## config.mk

```make
export PLATFORM = sky130hd
export DESIGN_NAME = frame_capture_ctrl_flat
export DESIGN_NICKNAME = d
export VERILOG_FILES = /design/src/rtl/bep_pkg.sv /design/src/rtl/frame_capture_ctrl_if.sv /design/src/rtl/frame_bank.sv /design/src/rtl/frame_capture_ctrl.sv /design/src/flat_wrapper.sv
export SDC_FILE = /design/constraint.sdc
export NUM_CORES = 1
export LEC_CHECK = 0
export CORE_MARGIN = 1
export CORE_UTILIZATION = 62
export CTS_BUF_LIST = sky130_fd_sc_hd__clkbuf_4
export DETAILED_ROUTE_END_ITERATION = 7
export GPL_TIMING_DRIVEN = 0
export HOLD_SLACK_MARGIN = 0.02
export PLACE_DENSITY = 0.94
export SYNTH_ARGS = -nofsm -noshare
export SYNTH_HDL_FRONTEND = slang
export SYNTH_HIERARCHICAL = 1
export SYNTH_SLANG_ARGS = --single-unit
```

## constraint.sdc

```tcl
create_clock -name clk -period 3.4 [get_ports clk]
set_input_delay 0.51 -clock clk [delete_from_list [all_inputs] [get_ports clk]]
set_output_delay 0.51 -clock clk [all_outputs]
set_load 0.02 [all_outputs]
```

## src/rtl/bep_pkg.sv

```systemverilog
// Shared BEP definitions: capture FSM encoding, readout address map, status bits and frame constants.
// Pure declarations; no logic, no latency, no flow control.
package bep_pkg;

  typedef enum logic [1:0] {
    ARMED     = 2'd0,
    RECEIVING = 2'd1,
    CHECK     = 2'd2
  } cap_state_t;

  typedef logic [2:0] rd_addr_t;

  localparam rd_addr_t ADDR_ROOM_LO   = 3'd0;
  localparam rd_addr_t ADDR_ROOM_HI   = 3'd1;
  localparam rd_addr_t ADDR_SET_LO    = 3'd2;
  localparam rd_addr_t ADDR_SET_HI    = 3'd3;
  localparam rd_addr_t ADDR_STATUS    = 3'd4;
  localparam rd_addr_t ADDR_FRAME_CNT = 3'd5;
  localparam rd_addr_t ADDR_ERR_CNT   = 3'd6;

  localparam int STAT_LOCK     = 0;
  localparam int STAT_DATA_NEW = 1;
  localparam int STAT_PENDING  = 2;
  localparam int STAT_OVERRUN  = 3;

  // Fixed fields the decoder's frame_valid check compares against.
  localparam logic [7:0] KNOWN_PREAMBLE = 8'hA5;
  localparam logic [7:0] KNOWN_CONSTANT = 8'h3C;

  typedef struct packed {
    logic [15:0] room;
    logic [15:0] set;
  } temp_frame_t;

endpackage

```

## src/rtl/frame_capture_ctrl_if.sv

```systemverilog
// Decoder and host readout signals of frame_capture_ctrl; master drives the inputs, slave is the controller.
// Wires only; timing is defined by the controller (rd_data one cycle after rd_addr, no backpressure).
interface frame_capture_ctrl_if;
  import bep_pkg::*;

  logic        transmission_begin;
  logic        frame_full;
  logic        frame_valid;
  logic [15:0] room_temp;
  logic [15:0] set_temp;
  logic        host_lock;
  logic        host_ack;
  rd_addr_t    rd_addr;
  logic        dec_clear;
  logic [7:0]  rd_data;
  logic        data_new;

  modport master (
    output transmission_begin, frame_full, frame_valid, room_temp, set_temp,
    output host_lock, host_ack, rd_addr,
    input  dec_clear, rd_data, data_new
  );

  modport slave (
    input  transmission_begin, frame_full, frame_valid, room_temp, set_temp,
    input  host_lock, host_ack, rd_addr,
    output dec_clear, rd_data, data_new
  );

endinterface

```

## src/rtl/frame_bank.sv

```systemverilog
// Holding/shadow banks with pending/overrun tracking and the registered readout mux.
// Commit lands on the commit edge, rd_data is one cycle behind rd_addr; host_lock freezes the holding bank.
module frame_bank import bep_pkg::*; #(
  parameter int CNT_W = 8
) (
  input  logic              clk,
  input  logic              rst_n,
  input  logic              commit,
  input  temp_frame_t       frame,
  input  logic              host_lock,
  input  logic              host_ack,
  input  rd_addr_t          rd_addr,
  input  logic [CNT_W-1:0]  frame_cnt,
  input  logic [CNT_W-1:0]  err_cnt,
  output logic [7:0]        rd_data,
  output logic              data_new
);

  temp_frame_t hold_q;
  temp_frame_t shadow_q;
  logic        pending_q;
  logic        overrun_q;
  logic        commit_direct;
  logic        commit_shadow;
  logic        transfer;
  logic [7:0]  status;
  logic [7:0]  rd_mux;

  assign commit_direct = commit & ~host_lock;
  assign commit_shadow = commit & host_lock;
  // A direct commit supersedes a waiting shadow, so the transfer is suppressed.
  assign transfer      = ~host_lock & pending_q & ~commit;

  always_comb begin
    status                = 8'h00;
    status[STAT_LOCK]     = host_lock;
    status[STAT_DATA_NEW] = data_new;
    status[STAT_PENDING]  = pending_q;
    status[STAT_OVERRUN]  = overrun_q;
  end

  always_comb begin
    rd_mux = 8'h00;
    case (rd_addr)
      ADDR_ROOM_LO:   rd_mux = hold_q.room[7:0];
      ADDR_ROOM_HI:   rd_mux = hold_q.room[15:8];
      ADDR_SET_LO:    rd_mux = hold_q.set[7:0];
      ADDR_SET_HI:    rd_mux = hold_q.set[15:8];
      ADDR_STATUS:    rd_mux = status;
      ADDR_FRAME_CNT: rd_mux = 8'(frame_cnt);
      ADDR_ERR_CNT:   rd_mux = 8'(err_cnt);
      default:        rd_mux = 8'h00;
    endcase
  end

  always_ff @(posedge clk or negedge rst_n) begin
    if (!rst_n) begin
      hold_q    <= '0;
      shadow_q  <= '0;
      pending_q <= 1'b0;
      overrun_q <= 1'b0;
      data_new  <= 1'b0;
      rd_data   <= 8'h00;
    end else begin
      if (commit_direct) begin
        hold_q <= frame;
      end else if (transfer) begin
        hold_q <= shadow_q;
      end

      if (commit_shadow) begin
        shadow_q <= frame;
      end

      if (commit_shadow) begin
        pending_q <= 1'b1;
      end else if (!host_lock) begin
        pending_q <= 1'b0;
      end

      if (commit_shadow && pending_q) begin
        overrun_q <= 1'b1;
      end else if (host_ack && !host_lock) begin
        overrun_q <= 1'b0;
      end

      if (commit_direct || transfer) begin
        data_new <= 1'b1;
      end else if (host_ack) begin
        data_new <= 1'b0;
      end

      rd_data <= rd_mux;
    end
  end

endmodule

```

## src/rtl/frame_capture_ctrl.sv

```systemverilog
// Arms the BEP decoder, supervises reception, commits validated frames into frame_bank for host readout.
// Commit lands at the end of CHECK; optional RECEIVING timeout compiled in with FRAME_CTRL_TIMEOUT_EN.
module frame_capture_ctrl import bep_pkg::*; #(
  parameter int TIMEOUT_CYCLES = 1_000_000,
  parameter int CNT_W          = 8
) (
  input  logic                 clk,
  input  logic                 rst_n,
  frame_capture_ctrl_if.slave  bus
);

  cap_state_t        state_q;
  cap_state_t        state_d;
  logic              dec_clear_d;
  logic              commit;
  logic              err_inc;
  logic              tmo_hit;
  logic [CNT_W-1:0]  frame_cnt_q;
  logic [CNT_W-1:0]  err_cnt_q;
  temp_frame_t       frame_in;

  assign frame_in = {bus.room_temp, bus.set_temp};

`ifdef FRAME_CTRL_TIMEOUT_EN
  localparam int TMO_W = (TIMEOUT_CYCLES > 1) ? $clog2(TIMEOUT_CYCLES) : 1;

  logic [TMO_W-1:0] tmo_cnt_q;

  assign tmo_hit = (tmo_cnt_q == TMO_W'(TIMEOUT_CYCLES - 1));

  // Every (re)start of reception coincides with a decoder clear pulse.
  always_ff @(posedge clk or negedge rst_n) begin
    if (!rst_n) begin
      tmo_cnt_q <= '0;
    end else if (dec_clear_d) begin
      tmo_cnt_q <= '0;
    end else if (state_q == RECEIVING) begin
      tmo_cnt_q <= tmo_cnt_q + TMO_W'(1);
    end
  end
`else
  assign tmo_hit = 1'b0;
`endif

  always_comb begin
    state_d     = state_q;
    dec_clear_d = 1'b0;
    commit      = 1'b0;
    err_inc     = 1'b0;
    case (state_q)
      ARMED: begin
        if (bus.transmission_begin) begin
          dec_clear_d = 1'b1;
          state_d     = RECEIVING;
        end
      end
      RECEIVING: begin
        if (bus.frame_full) begin
          state_d = CHECK;
        end else if (bus.transmission_begin) begin
          dec_clear_d = 1'b1;
        end else if (tmo_hit) begin
          err_inc = 1'b1;
          state_d = ARMED;
        end
      end
      CHECK: begin
        state_d = ARMED;
        if (bus.frame_valid) begin
          commit = 1'b1;
        end else begin
          err_inc = 1'b1;
        end
      end
      default: state_d = ARMED;
    endcase
  end

  always_ff @(posedge clk or negedge rst_n) begin
    if (!rst_n) begin
      state_q       <= ARMED;
      bus.dec_clear <= 1'b0;
      frame_cnt_q   <= '0;
      err_cnt_q     <= '0;
    end else begin
      state_q       <= state_d;
      bus.dec_clear <= dec_clear_d;
      if (commit) begin
        frame_cnt_q <= frame_cnt_q + CNT_W'(1);
      end
      if (err_inc && (err_cnt_q != {CNT_W{1'b1}})) begin
        err_cnt_q <= err_cnt_q + CNT_W'(1);
      end
    end
  end

  frame_bank #(.CNT_W(CNT_W)) u_bank (
    .clk       (clk),
    .rst_n     (rst_n),
    .commit    (commit),
    .frame     (frame_in),
    .host_lock (bus.host_lock),
    .host_ack  (bus.host_ack),
    .rd_addr   (bus.rd_addr),
    .frame_cnt (frame_cnt_q),
    .err_cnt   (err_cnt_q),
    .rd_data   (bus.rd_data),
    .data_new  (bus.data_new)
  );

endmodule

```

## src/flat_wrapper.sv

```systemverilog
// flat-port wrapper written by rule: the top's interface ports become plain ports
module frame_capture_ctrl_flat import bep_pkg::*;
#(
  parameter int TIMEOUT_CYCLES = 1_000_000,
  parameter int CNT_W          = 8
)
  (clk, rst_n, bus_transmission_begin, bus_frame_full, bus_frame_valid, bus_room_temp, bus_set_temp, bus_host_lock, bus_host_ack, bus_rd_addr, bus_dec_clear, bus_rd_data, bus_data_new);
  frame_capture_ctrl_if bus_i ();
  input  logic clk;
  input  logic rst_n;
  input wire logic [$bits(bus_i.transmission_begin)-1:0] bus_transmission_begin;
  input wire logic [$bits(bus_i.frame_full)-1:0] bus_frame_full;
  input wire logic [$bits(bus_i.frame_valid)-1:0] bus_frame_valid;
  input wire logic [$bits(bus_i.room_temp)-1:0] bus_room_temp;
  input wire logic [$bits(bus_i.set_temp)-1:0] bus_set_temp;
  input wire logic [$bits(bus_i.host_lock)-1:0] bus_host_lock;
  input wire logic [$bits(bus_i.host_ack)-1:0] bus_host_ack;
  input wire logic [$bits(bus_i.rd_addr)-1:0] bus_rd_addr;
  output wire logic [$bits(bus_i.dec_clear)-1:0] bus_dec_clear;
  output wire logic [$bits(bus_i.rd_data)-1:0] bus_rd_data;
  output wire logic [$bits(bus_i.data_new)-1:0] bus_data_new;
  assign bus_i.transmission_begin = bus_transmission_begin;
  assign bus_i.frame_full = bus_frame_full;
  assign bus_i.frame_valid = bus_frame_valid;
  assign bus_i.room_temp = bus_room_temp;
  assign bus_i.set_temp = bus_set_temp;
  assign bus_i.host_lock = bus_host_lock;
  assign bus_i.host_ack = bus_host_ack;
  assign bus_i.rd_addr = bus_rd_addr;
  assign bus_dec_clear = bus_i.dec_clear;
  assign bus_rd_data = bus_i.rd_data;
  assign bus_data_new = bus_i.data_new;
  frame_capture_ctrl #(.TIMEOUT_CYCLES(TIMEOUT_CYCLES), .CNT_W(CNT_W)) u_core (.clk(clk), .rst_n(rst_n), .bus(bus_i));
endmodule
```

# Yosys cells after proc, flatten, opt, wreduce, memory -nomap -nowiden
# Index checks and enable logic that the tools add are counted.
# Widths: inputs -> output; s select.
dict set report classes {
  bitwise 6
  add_sub_neg 2
  shift 0
  n_div 0
  mux 19
  n_eq_ne 12
  reduce_logical 11
  n_lt_le_gt_ge 0
  n_mul 0
}
# op n
set op_table {}
lappend op_table {{$mux 32} 2}
lappend op_table {{$pmux 8 s7} 1}
lappend op_table {{$add 8x1->8 const B} 2}
lappend op_table {{$mux 1} 12}
lappend op_table {{$eq 3x3->1 const B} 3}
lappend op_table {{$ne 8x8->1 const B} 1}
lappend op_table {{$eq 3x2->1 const B} 2}
lappend op_table {{$reduce_bool 2->1} 3}
lappend op_table {{$and 1x1->1} 4}
lappend op_table {{$mux 2} 2}
lappend op_table {{$ne 2x2->1 const B} 2}
lappend op_table {{$pmux 2 s2} 1}
lappend op_table {{$eq 3x1->1 const B} 1}
lappend op_table {{$logic_and 1x1->1} 3}
lappend op_table {{$logic_not 3->1} 1}
lappend op_table {{$eq 2x1->1 const B} 1}
lappend op_table {{$eq 2x2->1 const B} 1}
lappend op_table {{$logic_not 2->1} 1}
lappend op_table {{$ne 2x1->1 const B} 1}
lappend op_table {{$not 1->1} 2}
lappend op_table {{$pmux 1 s2} 1}
lappend op_table {{$reduce_and 2->1} 1}
lappend op_table {{$logic_not 1->1} 1}
lappend op_table {{$logic_or 1x1->1} 1}
dict set report totals {
  mem_count 0
  output_inout_bits 10
  latchBits 0
  mem_bits_ro 0
  register_bits 94
  elab_cells 62
  ram_bits 0
}

# Longest topological paths before layout
dict set report depth {
  depth_word 6
  depth_mapped 8
  mapped_depth_nobuf 5
}

# By module
# The synthesis kept the hierarchy.
# mod cells_per_inst instances area_each_um2
set by_module_without_submodules {}
lappend by_module_without_submodules {frame_bank 287 1 3424.5}
lappend by_module_without_submodules {frame_capture_ctrl 78 1 888.4}

# Worst setup path before layout
# Ideal clock, no wire load.
dict set report synth_path {
  path_type {input-to-reg}
  startpoint {input bus_frame_valid}
  endpoint {register u_core.err_cnt_q[7]}
  path_stages 3
  path_slack_ps 1784
  t_arrival_ps 1492
  n_path_buf 0
  setup_ps 125
  required_time_ps 3275
  path_cell_list {or3b_1 > nor4_1 > mux2_2}
}
dict set report synth_between {
  elab_chain_cells 3
}
# item line_no
set synth_lines {}
lappend synth_lines {{from (decl)} flat_wrapper.sv:13} ;# input wire logic [$bits(bus_i.frame_valid)-1:0] bus_frame_valid;
lappend synth_lines {{$mux 1} frame_capture_ctrl.sv:69} ;# if (bus.frame_valid) begin
lappend synth_lines {{$mux 1} --}
lappend synth_lines {{$logic_and 1x1->1} frame_capture_ctrl.sv:91} ;# if (err_inc && (err_cnt_q != {CNT_W{1'b1}})) begin
lappend synth_lines {{to (signal assigned)} frame_capture_ctrl.sv:92} ;# err_cnt_q <= err_cnt_q + CNT_W'(1);
lappend synth_lines {{to (decl)} frame_capture_ctrl.sv:19} ;# logic [CNT_W-1:0] err_cnt_q;
# Every way passes these cells.
# A chain may end at the register's enable or synchronous reset.

# Worst setup path in the final report
dict set report layout_path {
  startpoint {input bus_frame_valid}
  endpoint {register u_core/u_bank/hold_q[0] in the netlist's numbering}
}
dict set report layout_between {
  elab_chain_cells 5
  word_cells_on_any_way 7
  cone_classes {3 x mux; 3 x bitwise; 1 x reduce/logical}
}
# item line_no
set layout_lines {}
lappend layout_lines {{$mux 1 *} frame_capture_ctrl.sv:69}
lappend layout_lines {{$mux 1 *} frame_capture_ctrl.sv:50} ;# case (state_q)
lappend layout_lines {{via u_core.commit} frame_capture_ctrl.sv:15} ;# logic commit;
lappend layout_lines {{$not 1->1} frame_bank.sv:32} ;# assign transfer = ~host_lock & pending_q & ~commit;
lappend layout_lines {{$and 1x1->1} frame_bank.sv:32}
lappend layout_lines {{$reduce_bool 2->1 (no line)} --}
lappend layout_lines {{to (signal assigned)} frame_bank.sv:66} ;# hold_q <= frame;
lappend layout_lines {{to (signal assigned)} frame_bank.sv:68} ;# hold_q <= shadow_q;
lappend layout_lines {{to (decl)} frame_bank.sv:19} ;# temp_frame_t hold_q;
# Mark *: on every way through the listed nets, which the timed path passes. The rest lies on a longest branch.

==> impl_metrics.py <==
metrics = {
    "status": {
        "outcome": "finished, final reports clean",
    },
    "clock_tree": {
        "cts-root-buf": "clkbuf_4",
        "clockBufferDepth": 2,
        "htree_num_levels": 3,
        "cts_tree": "built",
        "clock-sinks": 94,
        "path_clk_slew_ns": 0.13,
        "numCtsBuffers": 9,
        "post-cts-setup-buffers": 0,
        "clk_latency_ns": 0.45,
        "post_cts_resized": 0,
    },
    "placement": {
        "dpl_cell_area_sq_um": 4928,
        "placed_cells": 495,
        "dp_hpwl_um": 6737,
        "io_buffer_count": 49,
        "gp_congestion": 0.8597,
    },
    "detailed_routing": {
        "wl_per_cell_um": 18.49,
        "ant_nets": 0,
        "vias": 3222,
        "drtIter0Drc": 339,
        "drc": 0,
        "wl_um": 9465,
        "via_per_inst": 6.293,
        "first_pass_iters": 5,
    },
    "logic_synthesis": {
        "yosysTopAreaCell": "dfrtp_1",
        "synth.net_count": 409,
        "synth_cell_types": 50,
        "synthCells": 365,
        "yosysWarningCount": 6,
        "synthTopCellsByArea": "dfrtp_1 (55%), mux2_2 (9.7%), a22oi_1 (5.9%)",
        "synth_top_area_share_pct": 54.54,
        "synth_xor_xnor_area_share_pct": 1.625,
        "synth.avg_cell_area_sq_um": 11.82,
        "synth_fa_ha_area_share_pct": 0.5802,
        "seq_area_frac_synth_pct": 54.54,
        "synth_top_family_by_area": "multiplexers",
        "synthMuxAreaShare_pct": 14.82,
        "synth_area_sq_um": 4313,
        "synthSimpleGateAreaFrac_pct": 9.225,
        "synth_compound_area_share_pct": 14.74,
        "ys_ff_latch": 94,
    },
    "pwr": {
        "vdd.ir_drop.worst_mv": 0.3448,
        "p_total_mw": 3.289,
        "leakage_nw": 2.265,
        "power_density_nw_per_um2": 645.5,
    },
    "global_routing": {
        "grt_pass1_vias": 3170,
        "grt_max_degree": 62,
        "grt_pass1_wl_um": 15720,
        "gr-total-overflow": 0,
        "antenna_found_initial": 0,
        "grt_usage_pct": 28.41,
    },
    "floorplanning": {
        "die-area_sq_um": 7294,
        "die_h_um": 85.41,
        "ios": 52,
        "floorplan.initialDensity_pct": 63.83,
        "std_cell_rows": 30,
        "die_w_um": 85.41,
        "core_area_sq_um": 6756,
    },
    "setup_path": {
        "reg2regPathDepth": 8,
        "path_cells": "clkdlybuf4s50_1 -> nand3b_1 -> inv_1 -> buf_4 -> nor2b_1 -> buf_4 -> buf_6 -> a22oi_1 -> o21ai_1",
        "cp.depth": 9,
        "cp.arrival_ns": 2.34,
        "cpPeakStageDelay_ns": 0.53,
        "cp.required_ns": 3.72,
        "timing_worst_setup_path_type": "input pin to flip-flop",
        "cpMostUsedCell": "buf_4",
        "slowest_stage": "clkdlybuf4s50_1",
        "path_max_fanout": 10,
        "crit_family": "buffers and inverters",
        "r2r_slack_ns": 1.41,
        "path_buf_inv": 5,
        "end_kind": "flip-flop",
        "cp-start-kind": "input pin",
    },
    "sta": {
        "rsz0062_at_grt": "false",
        "clock-skew-final_ns": 0.01225,
        "finalSetupViolCount": 0,
        "worst_slew_pin_slew_ns": 0.4488,
        "period_share_pct": 59.47,
        "maxSlewViolCount": 0,
        "hold_viol": 0,
        "fmax_mhz": 494.6,
        "slew_headroom_pct": 70.08,
        "min_period_ns": 2.022,
    },
    "cells_and_area": {
        "fin_cells": 512,
        "layout_commonest_cell": "dfrtp_1",
        "areaGrowthSynthToFinish_pct": 18.13,
        "layout_common_cells": "dfrtp_1 (94), clkdlybuf4s50_1 (48), nand2_1 (38)",
        "antenna_cells": 0,
        "finalInstanceArea_sq_um": 5095,
        "final_layout_size_suffix_gt1_share_pct": 18.75,
        "fill_cells": 434,
        "finalNetCount": 471,
    },
    "worst_hold_path": {
        "worstHoldPathCells": 2,
        "worst_hold_path_type": "input pin to flip-flop",
    },
    "run": {
        "drv_cap": 0,
    },
}
==> logic make-up (layout without fill, tap and decap cells) <==
group,Yosys count,count (layout)
simple gates,79,79
buf+inv,29,96
fa+ha+maj,2,2
compound gates,95,95
mux,58,58
xor+xnor,8,8
flops,94,94
==> synthesized netlist by cell type (all sizes together) <==
library cell  instances
nor2                  6
o21ai                33
nor2b                 6
dfrtp                94
nor3b                 1
xor2                  4
a41oi                 1
or3b                  1
o21bai                1
o211a                 2
nor4                  3
nand4                 1
a211oi                1
mux2                 41
nand3                 7
xnor2                 4
nand4bb               1
inv                   6
nand3b                3
and4b                 1
and3                  1
nand2                39
a41o                  1
a221oi                2
a32oi                 3
a31oi                 2
nand2b                2
o311ai                2
ha                    2
buf                  19
or4                   1
nor3                  2
and3b                 1
a21oi                 9
clkbuf                4
or2                   2
and4                  1
mux2i                17
a22o                  3
a22oi                35
==> layer usage <==
layer	GRT usage [%]	wire length [um]	vias to the layer above	share of wire, %
met4	11.67	221	0	2.3
met2	46.33	4750	152	50
li1	-	-	1458	-
met5	0	0	-	0
met3	5.156	610	34	6.4
met1	37.84	3882	1578	41
==> worst paths after layout <==
check,from,to
setup / recovery,bus_frame_valid,u_core/u_bank/hold_q[0]
hold / removal,bus_host_lock,u_core/u_bank/hold_q[13]
setup reg to reg,u_core/state_q[0],u_core/u_bank/hold_q[0]
hold reg to reg,u_core/frame_cnt_q[7],u_core/frame_cnt_q[7]
max in group asynchronous,rst_n,u_core/u_bank/shadow_q[3]
min in group asynchronous,rst_n,u_core/u_bank/hold_q[5]
==> state kept, by name (all words and copies together) (netlist names) <==
| signal | flops |
|---|---|
| u_core/u_bank/shadow_q | 32 |
| u_core/bus.dec_clear | 1 |
| u_core/frame_cnt_q | 8 |
| u_core/u_bank/pending_q | 1 |
| u_core/u_bank/rd_data | 8 |
| u_core/u_bank/data_new | 1 |
| u_core/state_q | 2 |
| u_core/u_bank/overrun_q | 1 |
| u_core/u_bank/hold_q | 32 |
| u_core/err_cnt_q | 8 |
==> metrics by stage <==
stage / hold WS [ns] / util (%) / setup slack (ns) / setup TNS [ns]
after CTS: 0.3310 / 75.41 / 1.405 / 0
after global placement: 0.4561 / 72.57 / -1.392 / -130.44
after global routing: 0.3272 / 75.41 / 1.302 / 0
final: 0.3549 / 75.41 / 1.378 / 0
after floorplan: 0.2144 / - / 1.784 / 0
after detailed placement: 0.4617 / 72.94 / 0.9793 / 0
==> power by group <==
group | internal, mW | total, mW | switching [mW] | leakage [nW]
combinational | 0.427 | 0.795 | 0.368 | 0.987
sequential | 1.52 | 1.82 | 0.307 | 1.19
clock | 0.311 | 0.670 | 0.359 | 0.0883
total | 2.25 | 3.29 | 1.03 | 2.27
==> area by class of cell <==
class	instances	area (sq um)	share of cell area (%)
Clock buffer	11	82.58	1.621
Tap cell	80	100.1	1.965
Multi-Input combinational cell	242	1768	34.70
Buffer	23	170.2	3.340
Clock inverter	5	73.82	1.449
Sequential cell	94	2352	46.17
Timing Repair Buffer	51	525.5	10.31
Inverter	6	22.52	0.4420
==> repair_timing <==
action,in CTS,in global routing
endpoints found under the hold margin,33,0
hold buffers,1,0
setup endpoints to repair,0,0
==> worst reg2reg max path, delay by kind of cell, from the launching register on <==
kind,cells,cell delay [ns]
AND/OR/NAND/NOR,2,0.42
AO/OA/AOI/OAI,2,0.34
buffers and inverters,4,0.62
flip-flops,1,0.48
Note: power is estimated with default switching activity, not from simulation.
